[src/rtl/pipe_control_unit.sv]
// Pipelined control decoder for the 16-bit, 4-bit-opcode ISA.
// Decodes in ID, carries control through EX/MEM/WB, detects load-use.
module pipe_control_unit #(
  parameter int REG_ADDR_W = 4,
  parameter bit HAZARD_EN  = 1'b1
) (
  input  logic                  clk,
  input  logic                  rst,
  input  logic                  id_valid,
  input  logic [3:0]            id_opcode,
  input  logic [REG_ADDR_W-1:0] id_rd,
  input  logic [REG_ADDR_W-1:0] id_src1,
  input  logic [REG_ADDR_W-1:0] id_src2,
  input  logic                  id_src1_en,
  input  logic                  id_src2_en,
  input  logic                  flush_id,
  input  logic                  pipe_hold,
  output logic [1:0]            id_branch,
  output logic                  stall,
  output logic                  ex_valid,
  output logic                  ex_alu_src,
  output logic                  ex_load_byte,
  output logic                  ex_pcs,
  output logic                  mem_valid,
  output logic                  mem_read,
  output logic                  mem_write,
  output logic                  wb_valid,
  output logic                  wb_reg_write,
  output logic                  wb_mem_to_reg,
  output logic [REG_ADDR_W-1:0] wb_rd,
  output logic                  halt_pending,
  output logic                  halted
);

  typedef struct packed {
    logic reg_write;
    logic alu_src;
    logic mem_read;
    logic mem_write;
    logic mem_to_reg;
    logic load_byte;
    logic pcs;
    logic halt;
  } ctl_t;

  ctl_t                  dec;
  ctl_t                  ex_ctl;
  logic [REG_ADDR_W-1:0] ex_rd;
  logic                  mem_reg_write;
  logic                  mem_mem_to_reg;
  logic                  mem_halt;
  logic [REG_ADDR_W-1:0] mem_rd;
  logic                  hazard;
  logic                  load_id;

  always_comb begin
    dec       = '0;
    id_branch = 2'b00;
    unique case (1'b1)
      (!id_opcode[3]): begin
        dec.reg_write = 1'b1;
        dec.alu_src   = (id_opcode[2:0] >= 3'd4) &&
                        (id_opcode[2:0] != 3'd7);
      end
      (id_opcode == 4'h8): begin
        dec.mem_read   = 1'b1;
        dec.mem_to_reg = 1'b1;
        dec.alu_src    = 1'b1;
        dec.reg_write  = 1'b1;
      end
      (id_opcode == 4'h9): begin
        dec.alu_src   = 1'b1;
        dec.mem_write = 1'b1;
      end
      (id_opcode == 4'hA),
      (id_opcode == 4'hB): begin
        dec.alu_src   = 1'b1;
        dec.reg_write = 1'b1;
        dec.load_byte = 1'b1;
      end
      (id_opcode == 4'hC): id_branch = 2'b11;
      (id_opcode == 4'hD): id_branch = 2'b10;
      (id_opcode == 4'hE): begin
        dec.pcs       = 1'b1;
        dec.alu_src   = 1'b1;
        dec.reg_write = 1'b1;
      end
      (id_opcode == 4'hF): dec.halt = 1'b1;
      default: ;
    endcase
    // r0 is hardwired, so a write to it is dropped at decode
    if (id_rd == '0) dec.reg_write = 1'b0;
  end

  assign hazard = id_valid & ex_valid & ex_ctl.mem_read &
                  (ex_rd != '0) &
                  ((id_src1_en & (id_src1 == ex_rd)) |
                   (id_src2_en & (id_src2 == ex_rd)));
  assign stall   = HAZARD_EN ? hazard : 1'b0;
  assign load_id = id_valid & ~stall & ~flush_id;

  always_ff @(posedge clk) begin
    if (rst) begin
      ex_valid       <= 1'b0;
      ex_ctl         <= '0;
      ex_rd          <= '0;
      mem_valid      <= 1'b0;
      mem_read       <= 1'b0;
      mem_write      <= 1'b0;
      mem_reg_write  <= 1'b0;
      mem_mem_to_reg <= 1'b0;
      mem_halt       <= 1'b0;
      mem_rd         <= '0;
      wb_valid       <= 1'b0;
      wb_reg_write   <= 1'b0;
      wb_mem_to_reg  <= 1'b0;
      wb_rd          <= '0;
      halt_pending   <= 1'b0;
      halted         <= 1'b0;
    end else if (!pipe_hold) begin
      ex_valid       <= load_id;
      ex_ctl         <= load_id ? dec : '0;
      ex_rd          <= load_id ? id_rd : '0;
      mem_valid      <= ex_valid;
      mem_read       <= ex_valid & ex_ctl.mem_read;
      mem_write      <= ex_valid & ex_ctl.mem_write;
      mem_reg_write  <= ex_valid & ex_ctl.reg_write;
      mem_mem_to_reg <= ex_valid & ex_ctl.mem_to_reg;
      mem_halt       <= ex_valid & ex_ctl.halt;
      mem_rd         <= ex_rd;
      wb_valid       <= mem_valid;
      wb_reg_write   <= mem_valid & mem_reg_write;
      wb_mem_to_reg  <= mem_valid & mem_mem_to_reg;
      wb_rd          <= mem_rd;
      halt_pending   <= halt_pending | (load_id & dec.halt);
      halted         <= halted | (mem_valid & mem_halt);
    end
  end

  assign ex_alu_src   = ex_ctl.alu_src;
  assign ex_load_byte = ex_ctl.load_byte;
  assign ex_pcs       = ex_ctl.pcs;

endmodule

[config.mk]
export PLATFORM = sky130hd
export DESIGN_NAME = pipe_control_unit
export DESIGN_NICKNAME = d
export VERILOG_FILES = /design/src/rtl/pipe_control_unit.sv
export SDC_FILE = /design/constraint.sdc
export NUM_CORES = 1
export LEC_CHECK = 0
export BUFFER_PORTS_ARGS = -buffer_cell sky130_fd_sc_hd__buf_2
export CAP_MARGIN = 20
export CORE_MARGIN = 2
export CORE_UTILIZATION = 40
export DETAILED_ROUTE_END_ITERATION = 6
export HOLD_SLACK_MARGIN = 0.05
export PLACE_DENSITY = 0.8
export SYNTH_ARGS = -nofsm -noshare
export SYNTH_HDL_FRONTEND = slang
export SYNTH_SLANG_ARGS = --single-unit
[constraint.sdc]
create_clock -name clk -period 1.3 [get_ports clk]
set_input_delay 0.13 -clock clk [delete_from_list [all_inputs] [get_ports clk]]
set_output_delay 0.13 -clock clk [all_outputs]
set_load 0.05 [all_outputs]
==> results.sh <==
export IMPL_port_buffers=41
export IMPL_arrival_ns=1.61
export IMPL_combPwrFrac=0.118
export IMPL_maxCapViolations=0
export IMPL_cp_required_ns=1.17
export IMPL_syn_area_per_cell_um2=9.930
export IMPL_dieHeight_um=59.71
export IMPL_num_antenna_cells=0
export IMPL_p_seq_frac=0.552
export IMPL_clkPwrFrac=0.330
export IMPL_maxSlewHeadroom=0.4439
export IMPL_drive_gt1_frac=0.4333
export IMPL_cts_root_buffer="clkbuf_4"
export IMPL_fmax_mhz=573.2
export IMPL_rsz0062_at_grt="true"
export IMPL_p_int_mw=1.274
export IMPL_hold_path_class="in -> reg"
export IMPL_grt_usage=0.1817
export IMPL_antenna_found_initial=0
export IMPL_fin_nets=202
export IMPL_cts_max_path_buffers=2
export IMPL_cts_tree="done"
export IMPL_grt_pass1_wl_mm=4.698
export IMPL_final_setup_worst_slack_ns=-0.4446
export IMPL_overflow=0
export IMPL_skew_ns=0.009249
export IMPL_grt_pass1_vias=1056
export IMPL_power_switching_mw=0.4255
export IMPL_design_die_area_mm2=0.003565
export IMPL_grt_max_degree=20
export IMPL_clk_latency_ns=0.33
export IMPL_htree_levels=2
export IMPL_post_route_min_period_ns=1.745
export IMPL_ios=42
export IMPL_synthToLayoutAreaGrowth_pct=35.58
export IMPL_num_vias=1119
export IMPL_clock_sinks=30
export IMPL_ant_nets=0
export IMPL_die_w_um=59.71
export IMPL_yosysTopAreaCellShare=0.4839
export IMPL_initial_core_util=0.4133
export IMPL_finalSetupViolCount=14
export IMPL_drt_iter0_markers=63
export IMPL_crit_type="reg -> out"
export IMPL_startpoint_type="flip-flop"
export IMPL_violations="negative setup slack"
export IMPL_postSynthCellCount=125
export IMPL_fin_crit_sh=1.342
export IMPL_gp_congestion=0.6958
export IMPL_routed_wl_mm=3.059
export IMPL_syn_nets=148
export IMPL_status="finished with violations"
export IMPL_avgRoutedWirePerCell_um=14.36
export IMPL_power_leakage_nw=0.7663
export IMPL_peakVddDrop_mv=0.3904
export IMPL_hold_violations=0
export IMPL_route_detailed_drc=0
export IMPL_rows=20
export IMPL_p_sw_frac=0.2504
export IMPL_routed_via_density=5.254
export IMPL_dr_pass1_iters=4
export IMPL_cts_reportedPaths_clkPinSlew_ns=0.09
export IMPL_end_kind="output pin"
export IMPL_dp_slack_ns=-0.2826
export IMPL_synth_area_leader_cell="dfxtp_1"
export IMPL_slew_viol_final=0
export IMPL_ys_ff_latch=30
export IMPL_ys_seq_area_frac=0.4839
export IMPL_synth_cell_types=27
export IMPL_setup_tns_ns=-5.069
export IMPL_p_per_area_mw_per_mm2=1010
export IMPL_coreArea_mm2=0.003003
export IMPL_reg2reg_slack_ns=-0.41
export IMPL_dp_hpwl_mm=2.318
export IMPL_synth_area_top_cells="dfxtp_1 48%, a32o_1 6.5%, mux2i_1 6.5%, nor2_1 6.0%, xor2_1 4.2%"
export IMPL_netlist_area_mm2=0.001241
export IMPL_cp_max_fo=4
export IMPL_worst_slew_pin_slew_ns=0.8325
export IMPL_yosys_warnings=0
export IMPL_numCtsBuffers=5
cells by family after synthesis:
kind of cell / Yosys count / synth area share
AO/OA/AOI/OAI: 26 / 0.1673
XOR/XNOR: 8 / 0.05645
adder cells (fa/ha/maj): 1 / 0.008065
buffers and inverters: 12 / 0.04435
flip-flops: 30 / 0.4839
multiplexers: 8 / 0.06452
AND/OR/NAND/NOR: 40 / 0.1754
path summary, 6_finish.rpt:
| check | end | from | cells past startpoint |
|---|---|---|---|
| max | stall | ex_rd[2] | 6 |
| min | ex_rd[2] | id_rd[2] | 2 |
| max reg2reg | ex_ctl[5] | ex_rd[2] | 7 |
| min reg2reg | halted | halted | 2 |
cell type report:
cell class                 instances  area, um^2
clock buffer                       7       55.05
inverter                           5       22.52
clock inverter                     1       5.005
timing repair buffer              54       316.6
tap                               33       41.29
multi-input combinational         83       633.1
sequential                        30       609.3
fill                             260        1320
routing by layer:
layer | vias to the layer above | track usage | share of wire
met5 | - | 0 | 0
met4 | 0 | 0.08889 | 0.019
met3 | 9 | 0.06710 | 0.050
met2 | 31 | 0.3059 | 0.52
met1 | 525 | 0.2003 | 0.41
li1 | 554 | - | -
power groups by stage:
| stage | Sequential [mW] | Clock, mW | Combinational (mW) |
|---|---|---|---|
| global placement | 0.958 | 0 | 0.178 |
| finish | 0.937 | 0.561 | 0.201 |
| CTS | 0.938 | 0.571 | 0.187 |
| detailed placement | 0.959 | 0 | 0.186 |
| global route | 0.939 | 0.620 | 0.216 |
| floorplan | 0.973 | 0 | 0.0904 |
cell usage after synthesis:
cell / n
maj3_1: 1
xor2_1: 6
nand4_1: 1
nor4b_2: 1
o21ai_0: 1
dfxtp_1: 30
a21oi_1: 5
nor2_1: 20
nor2b_1: 3
buf_2: 2
inv_1: 5
mux2i_1: 8
a22oi_1: 5
nor4_2: 2
nor3b_2: 1
or4b_1: 1
and3_1: 1
clkbuf_1: 4
o21ai_2: 1
nor4_1: 4
nor3_1: 1
a22o_1: 5
xnor2_1: 2
o211ai_1: 1
a32o_1: 8
nand2_1: 5
buf_6: 1
placed cells by master (no fill, tap or decap), types with 2 or more instances in the layout:
| master | Yosys | final |
|---|---|---|
| mux2i_1 | 8 | 8 |
| nor4_2 | 2 | 2 |
| inv_1 | 5 | 4 |
| xor2_2 | 0 | 3 |
| a21oi_1 | 5 | 5 |
| a22o_1 | 5 | 5 |
| buf_4 | 0 | 12 |
| nor4_1 | 4 | 3 |
| nor2b_1 | 3 | 3 |
| xor2_1 | 6 | 3 |
| dfxtp_1 | 30 | 25 |
| clkbuf_4 | 0 | 5 |
| a22oi_1 | 5 | 5 |
| nand2_1 | 5 | 4 |
| nor2_1 | 20 | 20 |
| dfxtp_2 | 0 | 4 |
| a32o_1 | 8 | 8 |
| buf_2 | 2 | 40 |
stage by stage:
step                utilization  hold slack (ns)  std cells  power (mW)  area [um^2]
floorplan                     -           0.2841        125       1.063         1247
global placement         0.5154           0.3929        204       1.136         1548
detailed placement       0.5154           0.3945        204       1.145         1548
CTS                      0.5433          0.05579        213       1.696         1632
global route             0.5604          0.05992        213       1.776         1683
finish                   0.5604          0.05988        213       1.699         1683
repair_timing:
action                     CTS  global route
setup endpoints to repair   14            14
gates resized for setup      6             9
pin swaps                    3             3
hold buffers                 0             0
buffers inserted             1             0
gates cloned                 0             0
worst max-delay path, stage by stage, from the launching register on:
cell and delay [ns]:
dfxtp_4 0.37, xnor2_2 0.15, nand2_2 0.10, nor4_4 0.31, o21ai_2 0.12, clkinvlp_4 0.10
buf_8 0.14
No activity file was read; power rests on OpenSTA's default activity.
